<file path="config.mk">
export PLATFORM = sky130hd
export DESIGN_NAME = wm_panel_ctrl
export DESIGN_NICKNAME = d
export VERILOG_FILES = /design/src/rtl/wm_panel_ctrl.sv
export SDC_FILE = /design/constraint.sdc
export NUM_CORES = 1
export LEC_CHECK = 0
export ABC_AREA = 0
export CAP_MARGIN = 20
export CORE_ASPECT_RATIO = 2
export CORE_MARGIN = 2
export CORE_UTILIZATION = 55
export CTS_CLUSTER_DIAMETER = 120
export DETAILED_ROUTE_END_ITERATION = 10
export GPL_ROUTABILITY_DRIVEN = 1
export GPL_TIMING_DRIVEN = 1
export MAX_ROUTING_LAYER = met4
export PLACE_DENSITY_LB_ADDON = 0.2
export SYNTH_ARGS = -nofsm -noshare
export SYNTH_HDL_FRONTEND = slang
export SYNTH_SLANG_ARGS = --single-unit
</file>
<file path="constraint.sdc">
create_clock -name clk -period 2 [get_ports clk]
set_input_delay 0.4 -clock clk [delete_from_list [all_inputs] [get_ports clk]]
set_output_delay 0.4 -clock clk [all_outputs]
set_load 0.02 [all_outputs]
</file>
<file path="src/rtl/wm_panel_ctrl.sv">
`default_nettype none
// ============================================================================
//  Module   : wm_panel_ctrl
//  Purpose  : Front-panel controller for the washing machine FSM. Debounces
//             the start and pause buttons, issues a one-cycle start pulse and
//             a level pause, detects completion from the done flag, counts
//             completed washes (saturating) and raises a sticky fault when an
//             unpaused run exceeds the watchdog limit.
//  Ports    : clk        - system clock, rising edge
//             res        - asynchronous active-high reset
//             btn_start  - raw start/acknowledge button (asynchronous)
//             btn_pause  - raw pause/resume toggle button (asynchronous)
//             done       - completion flag from washing machine
//             start      - one-cycle start pulse
//             pause      - pause level
//             busy       - high while a wash is in progress
//             fault      - sticky watchdog fault
//             wash_count - completed washes, saturating at 255
//             led_state  - 0 idle, 1 running, 2 paused, 3 fault
//  Revision : 1.0 - initial release
// ============================================================================
module wm_panel_ctrl #(
  parameter int DEBOUNCE_CYCLES = 4,
  parameter int TIMEOUT_CYCLES  = 1000
) (
  input  logic       clk,
  input  logic       res,
  input  logic       btn_start,
  input  logic       btn_pause,
  input  logic       done,
  output logic       start,
  output logic       pause,
  output logic       busy,
  output logic       fault,
  output logic [7:0] wash_count,
  output logic [1:0] led_state
);

  localparam int c_db_w = (DEBOUNCE_CYCLES > 2) ? $clog2(DEBOUNCE_CYCLES) : 1;
  localparam int c_wd_w = $clog2(TIMEOUT_CYCLES + 1);
  localparam logic [c_db_w-1:0] c_db_last = c_db_w'(DEBOUNCE_CYCLES - 1);
  localparam logic [c_wd_w-1:0] c_wd_last = c_wd_w'(TIMEOUT_CYCLES - 1);

  typedef enum logic [2:0] {
    S_IDLE   = 3'd0,
    S_START  = 3'd1,
    S_RUN    = 3'd2,
    S_PAUSED = 3'd3,
    S_FINISH = 3'd4,
    S_FAULT  = 3'd5
  } state_t;

  // --------------------------------------------------------------------------
  // Button path: bit 0 = start button, bit 1 = pause button
  // --------------------------------------------------------------------------
  logic [1:0] w_btn_raw;
  logic [1:0] w_press;

  assign w_btn_raw = {btn_pause, btn_start};

  for (genvar gi = 0; gi < 2; gi++) begin : g_btn
    logic              sync1_q;
    logic              sync2_q;
    logic              db_q;
    logic              db_prev_q;
    logic [c_db_w-1:0] cnt_q;

    always_ff @(posedge clk or posedge res) begin
      if (res) begin
        sync1_q   <= 1'b0;
        sync2_q   <= 1'b0;
        db_q      <= 1'b0;
        db_prev_q <= 1'b0;
        cnt_q     <= '0;
      end else begin
        sync1_q   <= w_btn_raw[gi];
        sync2_q   <= sync1_q;
        db_prev_q <= db_q;
        // The counter only runs while the synchronized level disagrees with
        // the accepted level; any bounce back resets it.
        if (sync2_q == db_q) begin
          cnt_q <= '0;
        end else if (cnt_q == c_db_last) begin
          db_q  <= sync2_q;
          cnt_q <= '0;
        end else begin
          cnt_q <= cnt_q + c_db_w'(1);
        end
      end
    end

    // Only the accepted rising edge is an event; releases are silent.
    assign w_press[gi] = db_q & ~db_prev_q;
  end

  logic w_start_press;
  logic w_pause_press;

  assign w_start_press = w_press[0];
  assign w_pause_press = w_press[1];

  // --------------------------------------------------------------------------
  // Completion edge detect
  // --------------------------------------------------------------------------
  logic done_prev_q;
  logic w_done_edge;

  assign w_done_edge = done & ~done_prev_q;

  // --------------------------------------------------------------------------
  // FSM
  // --------------------------------------------------------------------------
  state_t            state_q;
  state_t            state_d;
  logic [c_wd_w-1:0] wd_q;

  always_ff @(posedge clk or posedge res) begin
    if (res) begin
      state_q     <= S_IDLE;
      done_prev_q <= 1'b0;
    end else begin
      state_q     <= state_d;
      done_prev_q <= done;
    end
  end

  always_comb begin
    state_d = state_q;
    case (state_q)
      S_IDLE: begin
        if (w_start_press) state_d = S_START;
      end
      S_START: begin
        state_d = S_RUN;
      end
      S_RUN: begin
        // Completion wins over watchdog expiry, which wins over pause.
        if (w_done_edge)            state_d = S_FINISH;
        else if (wd_q == c_wd_last) state_d = S_FAULT;
        else if (w_pause_press)     state_d = S_PAUSED;
      end
      S_PAUSED: begin
        if (w_done_edge)        state_d = S_FINISH;
        else if (w_pause_press) state_d = S_RUN;
      end
      S_FINISH: begin
        state_d = S_IDLE;
      end
      S_FAULT: begin
        if (w_start_press) state_d = S_IDLE;
      end
      default: begin
        state_d = S_IDLE;
      end
    endcase
  end

  // Watchdog counts RUN cycles only, so time spent paused does not age the
  // run. FAULT is taken at TIMEOUT_CYCLES-1, so the counter peaks at
  // TIMEOUT_CYCLES and never wraps.
  always_ff @(posedge clk or posedge res) begin
    if (res) begin
      wd_q <= '0;
    end else if (state_q == S_START) begin
      wd_q <= '0;
    end else if (state_q == S_RUN) begin
      wd_q <= wd_q + c_wd_w'(1);
    end
  end

  // --------------------------------------------------------------------------
  // Registered outputs, decoded from the next state
  // --------------------------------------------------------------------------
  logic       start_q;
  logic       pause_q;
  logic       busy_q;
  logic       fault_q;
  logic [7:0] wash_count_q;
  logic [1:0] led_state_q;
  logic [1:0] w_led_d;

  always_comb begin
    w_led_d = 2'd0;
    case (state_d)
      S_START, S_RUN: w_led_d = 2'd1;
      S_PAUSED:       w_led_d = 2'd2;
      S_FAULT:        w_led_d = 2'd3;
      default:        w_led_d = 2'd0;
    endcase
  end

  always_ff @(posedge clk or posedge res) begin
    if (res) begin
      start_q      <= 1'b0;
      pause_q      <= 1'b0;
      busy_q       <= 1'b0;
      fault_q      <= 1'b0;
      wash_count_q <= 8'd0;
      led_state_q  <= 2'd0;
    end else begin
      start_q <= (state_d == S_START);
      pause_q <= (state_d == S_PAUSED);
      // busy also covers the single FINISH cycle so it drops together with
      // the return to IDLE.
      busy_q  <= (state_d == S_START) || (state_d == S_RUN) ||
                 (state_d == S_PAUSED) || (state_d == S_FINISH);
      fault_q <= (state_d == S_FAULT);
      led_state_q <= w_led_d;
      // FINISH lasts exactly one cycle, so this increments once per wash.
      if ((state_d == S_FINISH) && (wash_count_q != 8'hFF)) begin
        wash_count_q <= wash_count_q + 8'd1;
      end
    end
  end

  assign start      = start_q;
  assign pause      = pause_q;
  assign busy       = busy_q;
  assign fault      = fault_q;
  assign wash_count = wash_count_q;
  assign led_state  = led_state_q;

endmodule
`default_nettype wire

</file>
==> summary.md, run 1 <==
| Metric | Value |
|---|---|
| Hold Crit Class | `flip-flop to flip-flop` |
| Max IR drop VDD | `1.052 mV` |
| Core Rows | `28` |
| Post-synthesis cell type count | `35` |
| Register area share after synthesis | `58.18%` |
| WP data arrival | `1.41 ns` |
| Setup bufs post-CTS | `0` |
| Ports | `19` |
| Routed Antenna Nets | `0` |
| Grt peak-use layer | `met2` |
| Status | `finished, final reports clean` |
| Total track usage | `21.85%` |
| Clock skew | `0.009076 ns` |
| Core Footprint | `2978 µm²` |
| Full die area | `3618 µm²` |
| Crit path capture type | `output port` |
| Max-cap violations | `0` |
| Delay-heaviest family, CP | `buffers and inverters` |
| Clk_lat worst skew | `0.29 ns` |
| Met2 usage | `35.96%` |
| Routed WL | `3163 µm` |
| Crit path time final | `1.810 ns` |
| Slowest Stage Delay on Critical Path | `0.65 ns` |
| N_diodes | `0` |
| CP cell instances | `clkdlybuf4s50_1` |
| Post-route DRC violation count | `0` |
| Req. time, crit path | `1.60 ns` |
| Post-Synthesis Cells | `148` |
| Pwr/cell area | `1387 nW/µm²` |
| Worst setup startpoint | `wash_count[2]$_DFFE_PP0P_` |
| GRT met1 Usage | `24.11%` |
| Hold-fix buffers, CTS | `0` |
| Die H | `83.10 µm` |
| Drt first pass iters | `4` |
| Via total after detailed routing | `1166` |
| Post-CTS Resized | `0` |
| Dpl cells | `201` |
| Simple-gate portion of the synthesized area | `18.47%` |
| Initial Util | `57.77%` |
| Synth warn | `0` |
| DRT iter0 DRCs | `26` |
| Die X | `43.55 µm` |
| Synth Area in Compound Gates | `7.127%` |
| Fin. Hold Viols | `0` |
| Worst reg2reg startpoint | `wash_count[0]$_DFFE_PP0P_` |
| Hpwl dp | `2309 µm` |
| Initial antenna violation count | `0` |
| Remaining Overflow, GRT | `0` |
| Setup violations, final | `0` |
| Multiplexer share of the synthesized area | `3.200%` |
| FF+latch count, synth | `40` |
| CTS tree | `yes` |
| GR Util met3 | `4.565%` |
| Area grow syn2layout | `22.18%` |
| Buffers & Inverters on Critical Path | `1` |
| Net Count, Synth | `157` |
| Clk root buf | `clkbuf_8` |
| RSZ-0062 raised after global routing | `false` |
| Global-route wire length before repair | `5796 µm` |
| Layout fillers | `218` |
| Fin cells | `208` |
| Fmax | `0.5525 GHz` |
| CP max stage cell | `clkdlybuf4s50_1` |
| Vias in the first global route | `1272` |
| Mapped cell area | `1720 µm²` |
| Main combinational cell family by area after synthesis | `simple AND/OR/NAND/NOR gates` |
| Adder-Cell Fraction of Synth Area | `2.909%` |
| Critical path class | `flip-flop to output port` |
| CP startpoint kind | `flip-flop` |
| Max-slew violations | `0` |
| CTS Buf Count | `5` |
| Sink Count | `40` |
| Period utilisation layout | `90.50%` |
| H-tree depth | `2` |
| Final nets | `187` |
| Input/output buffers | `18` |
| Max clock buf depth | `2` |
| P_leak | `0.9528 nW` |
| Drt via density | `5.606` |
| Slew @ Worst Pin | `0.4879 ns` |
| Overall power | `0.002916 W` |
| DR WL/cell | `15.21 µm` |
| Largest net degree at the start of global routing | `41` |
| CTS clk-pin slew, worst paths | `0.07 ns` |
| Slew HR | `67.48%` |
| XOR/XNOR share of the synthesized area | `7.127%` |
| Min-delay src | `g_btn[0].sync1_q$_DFF_PP0_` |
| Avg Synthesized Cell Area | `11.62 µm²` |
| GPL Wtd Cong | `0.7966` |
| Layout cell share with drive strength beyond 1 | `14.04%` |
| Crit-path max FO | `6` |
## layer usage
layer  up-vias  routed length, µm  part of all wire (%)
met2        21               1812                    57
met4         0                102                   3.2
met1       569               1163                    37
met3         9                 84                   2.7
met5         -                  0                     0
li1        567                  -                     -
## through the flow
stage	worst slack [ns]	hold slack (ns)	TNS (ns)	instance area, µm²	utilization (%)
2_1_floorplan	0.2378	0.3312	0	1720	-
4_1_cts	0.1754	0.3647	0	2102	70.59
3_3_place_gp	0.1360	0.3332	0	1973	66.26
5_1_grt	0.07687	0.3656	0	2102	70.59
6_report	0.1899	0.3565	0	2102	70.59
3_5_place_dp	-0.006071	0.3490	-0.006071	1973	66.26
## power breakdown
group / switching, W / internal [W] / total [W]
combinational: 0.000507 / 0.000471 / 0.000977
sequential: 0.000159 / 0.00103 / 0.00119
clock: 0.000260 / 0.000491 / 0.000750
## final timing paths
kind	slack, ns	endpoint	depth (start not counted)
max	0.19	wash_count[2]	1
min	0.36	g_btn[0].sync2_q$_DFF_PP0_	0
max reg2reg	0.22	wash_count[5]$_DFFE_PP0P_	6
min reg2reg	0.36	g_btn[0].sync2_q$_DFF_PP0_	0
max in group asynchronous	1.13	g_btn[0].cnt_q[1]$_DFF_PP0_	3
min in group asynchronous	0.52	g_btn[1].sync2_q$_DFF_PP0_	3
## state kept, by name, indices dropped and copies added (netlist names), 2 cells and up
name,cells
wash_count,8
led_state,2
g_btn.sync2_q,2
g_btn.db_q,2
g_btn.cnt_q,4
g_btn.sync1_q,2
state_q,3
g_btn.db_prev_q,2
wd_q,10
## kinds of logic (layout without fill, tap and decap cells)
| family | after synthesis | after routing |
|---|---|---|
| XOR/XNOR | 14 | 14 |
| multiplexers | 5 | 5 |
| AND/OR/NAND/NOR | 58 | 58 |
| buffers and inverters | 9 | 39 |
| AO/OA/AOI/OAI | 18 | 18 |
| flip-flops | 40 | 40 |
| adder cells (fa/ha/maj) | 4 | 4 |
## cells in the mapped netlist
cell	count	share of area (%)
a21oi_1	2	0.58
nand2_1	12	2.6
nor3_1	5	1.5
nor2_1	11	2.4
dfrtp_1	40	58
buf_6	2	1.3
a31oi_2	1	0.73
or3b_1	1	0.51
nand4b_1	1	0.51
o21a_1	1	0.44
nor3b_1	3	1.3
and3_1	3	1.1
nor4_1	1	0.36
o22ai_1	1	0.36
a22o_1	1	0.51
a31oi_1	3	1.1
a21boi_2	1	0.65
or3_4	1	0.65
nand3_1	4	1.2
mux2i_1	1	0.58
nand4bb_1	1	0.65
ha_1	4	2.9
nor2b_1	3	1.1
a211oi_2	1	0.73
xnor2_1	8	4.1
or3_1	1	0.36
mux2_2	4	2.6
nor3_2	1	0.58
inv_1	5	1.1
o21ai_0	7	2.0
nand4_1	5	1.8
buf_2	2	0.58
nand2b_1	4	1.5
nand3b_1	1	0.44
xor2_1	6	3.1
## area by class of cell
| cell class | instances | area (µm²) | area share [%] |
|---|---|---|---|
| clock buffers | 5 | 68.82 | 3.274 |
| clock inverters | 2 | 60.06 | 2.857 |
| inverters | 5 | 18.77 | 0.8929 |
| multi-input cells | 99 | 668.1 | 31.79 |
| flip-flops and latches | 40 | 1001 | 47.62 |
| well taps | 30 | 37.54 | 1.786 |
| repair buffers | 27 | 247.7 | 11.79 |
## placed cells by master, fill, tap and decap left out, types with 4 or more instances in the layout
cell type        instances
nand4_1                  5
nor3_1                   5
nand2b_1                 4
clkdlybuf4s50_1         18
mux2_2                   4
nand2_1                 12
xor2_1                   6
dfrtp_1                 40
xnor2_1                  8
nand3_1                  4
ha_1                     4
inv_1                    5
clkbuf_8                 5
o21ai_0                  7
nor2_1                  11
buf_4                    9
No activity file was read; power rests on OpenSTA's default activity.
==> run 2, diff against run 1 <==
--- a/config.mk
+++ b/config.mk
@@ -5,7 +5,7 @@
 export SDC_FILE = /design/constraint.sdc
 export NUM_CORES = 1
 export LEC_CHECK = 0
-export ABC_AREA = 0
+export ABC_AREA = 1
 export CAP_MARGIN = 20
 export CORE_ASPECT_RATIO = 2
 export CORE_MARGIN = 2
==> summary.md, run 2 <==
| Metric | Value |
|---|---|
| Most flops, register | `wd_q (unchanged)` |
| Post-CTS Resized | `0 (unchanged)` |
| Top cell type's share of synthesized area | `56.22% (was 58.18%)` |
| Via total after detailed routing | `1336 (was 1166)` |
| FF+latch count, synth | `40 (unchanged)` |
| Layout fillers | `264 (was 218)` |
| Final instance area | `2108 µm² (was 2102 µm²)` |
| Post-route DRC violation count | `0 (unchanged)` |
| Top-count cell post-synth | `dfrtp_1 (unchanged)` |
| Area leader, netlist | `dfrtp_1 (unchanged)` |
| N_diodes | `0 (unchanged)` |
| CP cell instances | `clkdlybuf4s50_1 (unchanged)` |
| Mapped cell area | `1780 µm² (was 1720 µm²)` |
| Buffers & Inverters on Critical Path | `1 (unchanged)` |
| Delay-heaviest family, CP | `buffers and inverters (unchanged)` |
| Status | `finished, final reports clean (unchanged)` |
| Clk_lat worst skew | `0.30 ns (was 0.29 ns)` |
| Core Rows | `29 (was 28)` |
| Max-slew violations | `0 (unchanged)` |
| RSZ-0062 raised after global routing | `false (unchanged)` |
| Total track usage | `23.45% (was 21.85%)` |
| Pwr/cell area | `1241 nW/µm² (was 1387 nW/µm²)` |
| P_leak | `0.9725 nW (was 0.9528 nW)` |
| Final nets | `223 (was 187)` |
| Hold-fix buffers, CTS | `0 (unchanged)` |
| Global-route wire length before repair | `6189 µm (was 5796 µm)` |
| Largest net degree at the start of global routing | `41 (unchanged)` |
| Critical path class | `flip-flop to output port (unchanged)` |
| Period utilisation layout | `88.20% (was 90.50%)` |
| Number of synthesized flops with an enable pin | `0 (unchanged)` |
| CP max stage cell | `clkdlybuf4s50_1 (unchanged)` |
| FF/Latch Area | `1001 µm² (unchanged)` |
| Die X | `44.23 µm (was 43.55 µm)` |
| Vias in the first global route | `1393 (was 1272)` |
| Die H | `84.46 µm (was 83.10 µm)` |
| Reg2Reg Depth | `6 (unchanged)` |
| Fin. Hold Viols | `0 (unchanged)` |
| Full die area | `3736 µm² (was 3618 µm²)` |
| Most common cell after layout, fill and taps aside | `dfrtp_1 (unchanged)` |
| Max IR drop VDD | `0.8647 mV (was 1.052 mV)` |
| Layout cell share with drive strength beyond 1 | `11.16% (was 14.04%)` |
| Sink Count | `40 (unchanged)` |
| Register area share after synthesis | `56.22% (was 58.18%)` |
| Net Count, Synth | `196 (was 157)` |
| CTS tree | `yes (unchanged)` |
| WP data arrival | `1.36 ns (was 1.41 ns)` |
| Initial Util | `57.06% (was 57.77%)` |
| Setup bufs post-CTS | `0 (unchanged)` |
| Grt peak-use layer | `met2 (unchanged)` |
| Met2 usage | `41.44% (was 35.96%)` |
| Hpwl dp | `2686 µm (was 2309 µm)` |
| Post-synthesis cell type count | `26 (was 35)` |
| Setup violations, final | `0 (unchanged)` |
| Max reg flops | `10 (unchanged)` |
| Post-synth top cells | `40 x dfrtp_1, 30 x nor2_1, 26 x nand2_1, 21 x inv_1, 17 x nand3_1 (was 40 x dfrtp_1, 12 x nand2_1, 11 x nor2_1, 8 x xnor2_1, 7 x o21ai_0)` |
| Crit path capture type | `output port (unchanged)` |
| Synth warn | `0 (unchanged)` |
| CP startpoint kind | `flip-flop (unchanged)` |
| Worst r2r dst | `wash_count[1]$_DFFE_PP0P_ (was wash_count[5]$_DFFE_PP0P_)` |
| Routed WL | `3538 µm (was 3163 µm)` |
| Commonest non-fill, non-tap cells in the layout | `40 x dfrtp_1, 30 x nor2_1, 26 x nand2_1 (was 40 x dfrtp_1, 18 x clkdlybuf4s50_1, 12 x nand2_1)` |
| Max-cap violations | `0 (unchanged)` |
| Area of the multi-input gates | `696.9 µm² (was 668.1 µm²)` |
| Max clock buf depth | `2 (unchanged)` |
| Area grow syn2layout | `18.41% (was 22.18%)` |
| Placed cell area | `2014 µm² (was 1973 µm²)` |
| CTS Buf Count | `5 (unchanged)` |
| Post-synthesis async set-or-reset flop share | `100.0% (unchanged)` |
| Worst path depth | `1 (unchanged)` |
| Crit-path max FO | `4 (was 6)` |
| Slowest Stage Delay on Critical Path | `0.64 ns (was 0.65 ns)` |
| Worst reg2reg startpoint | `wash_count[0]$_DFFE_PP0P_ (unchanged)` |
| Primary FF master, synth | `dfrtp_1 (unchanged)` |
| Input/output buffers | `18 (unchanged)` |
| Fmax | `0.5669 GHz (was 0.5525 GHz)` |
| Drt first pass iters | `6 (was 4)` |
| Initial antenna violation count | `0 (unchanged)` |
| DR WL/cell | `14.38 µm (was 15.21 µm)` |
| GR Util met3 | `4.086% (was 4.565%)` |
| Clock skew | `0.008607 ns (was 0.009076 ns)` |
| Drt via density | `5.431 (was 5.606)` |
| Final TNS setup | `0 ns (unchanged)` |
| Clk root buf | `clkbuf_8 (unchanged)` |
| Crit path time final | `1.764 ns (was 1.810 ns)` |
| Ports | `19 (unchanged)` |
| Post-Synthesis Cells | `187 (was 148)` |
| Worst setup startpoint | `wash_count[4]$_DFFE_PP0P_ (was wash_count[2]$_DFFE_PP0P_)` |
| GRT met1 Usage | `23.68% (was 24.11%)` |
| Routed Antenna Nets | `0 (unchanged)` |
| CTS clk-pin slew, worst paths | `0.07 ns (about the same)` |
| Remaining Overflow, GRT | `0 (unchanged)` |
| Core Footprint | `3120 µm² (was 2978 µm²)` |
| R2r setup slk | `0.28 ns (was 0.22 ns)` |
| Slew HR | `68.34% (was 67.48%)` |
| Ranking of synthesized cells by area | `dfrtp_1 56%, nor2_1 6.3%, nand2_1 5.5%, nand3_1 4.8%, inv_1 4.4% (was dfrtp_1 58%, xnor2_1 4.1%, xor2_1 3.1%, ha_1 2.9%, mux2_2 2.6%)` |
| Worst Setup EP | `wash_count[4] (was wash_count[2])` |
| Hold Crit Class | `flip-flop to flip-flop (unchanged)` |
| Avg Synthesized Cell Area | `9.521 µm² (was 11.62 µm²)` |
| H-tree depth | `2 (unchanged)` |
| GPL Wtd Cong | `0.9418 (was 0.7966)` |
| Req. time, crit path | `1.60 ns (about the same)` |
| Slew @ Worst Pin | `0.4749 ns (was 0.4879 ns)` |
| DRT iter0 DRCs | `17 (was 26)` |
[run 2: layout make-up]
cell class | count | share of cell area, %
tap | 31 | 1.840
multi-input combinational | 125 | 33.06
clock inverter | 1 | 0.3561
sequential | 40 | 47.48
inverter | 22 | 3.917
timing repair buffer | 20 | 9.258
clock buffer | 7 | 4.095
[run 2: per-layer routing]
metal / wire, µm / up-vias / part of all wire, %
met1: 1261 / 646 / 36
met4: 74 / 0 / 2.1
met5: 0 / - / 0
met3: 104 / 6 / 2.9
li1: - / 654 / -
met2: 2098 / 30 / 59
[run 2: how the worst min path moves through the flow]
stage | startpoint | end | slack, ns | depth (start not counted)
finish | g_btn[1].sync1_q$_DFF_PP0_ | g_btn[1].sync2_q$_DFF_PP0_ | 0.35 | 0
global route | g_btn[1].sync1_q$_DFF_PP0_ | g_btn[1].sync2_q$_DFF_PP0_ | 0.36 | 0
CTS | g_btn[1].sync1_q$_DFF_PP0_ | g_btn[1].sync2_q$_DFF_PP0_ | 0.35 | 0
detailed placement | g_btn[1].sync1_q$_DFF_PP0_ | g_btn[1].sync2_q$_DFF_PP0_ | 0.34 | 0
global placement | g_btn[1].sync1_q$_DFF_PP0_ | g_btn[1].sync2_q$_DFF_PP0_ | 0.33 | 0
floorplan | g_btn[0].sync1_q$_DFF_PP0_ | g_btn[0].sync2_q$_DFF_PP0_ | 0.33 | 0
[run 2: worst reg2reg max path: cells and delay by family (launching register included)]
kind	cells	cell delay, ns
multiplexers	1	0.30
adder cells (fa/ha/maj)	1	0.22
flip-flops	1	0.41
AND/OR/NAND/NOR	4	0.70
[run 2: cells by family after synthesis]
group	count (synthesis)	synth area share, %
muxes	2	1.405
and+or+nand+nor	95	25.93
AOI/OAI and AO/OA	15	4.568
DFF	40	56.22
adders and majority gates	4	2.811
buffers and inverters	22	4.638
xor gates and xnor gates	9	4.428
[run 2: power by group]
group / internal (W) / total, W / switching (W)
combinational: 0.000365 / 0.000870 / 0.000505
sequential: 0.00101 / 0.00119 / 0.000176
clock: 0.000280 / 0.000559 / 0.000278
total: 0.00166 / 0.00262 / 0.000960
[run 2: per-stage QoR]
stage	utilization (%)	setup WS, ns	instances	hold WS [ns]	total power, W
finish	67.56	0.2360	246	0.3500	0.002616
global route	67.56	0.1164	246	0.3627	0.002792
detailed placement	64.55	0.1147	238	0.3362	0.002071
global placement	64.55	0.1680	238	0.3325	0.002028
CTS	67.56	0.2188	246	0.3531	0.002641
floorplan	-	0.3686	187	0.3312	0.001750
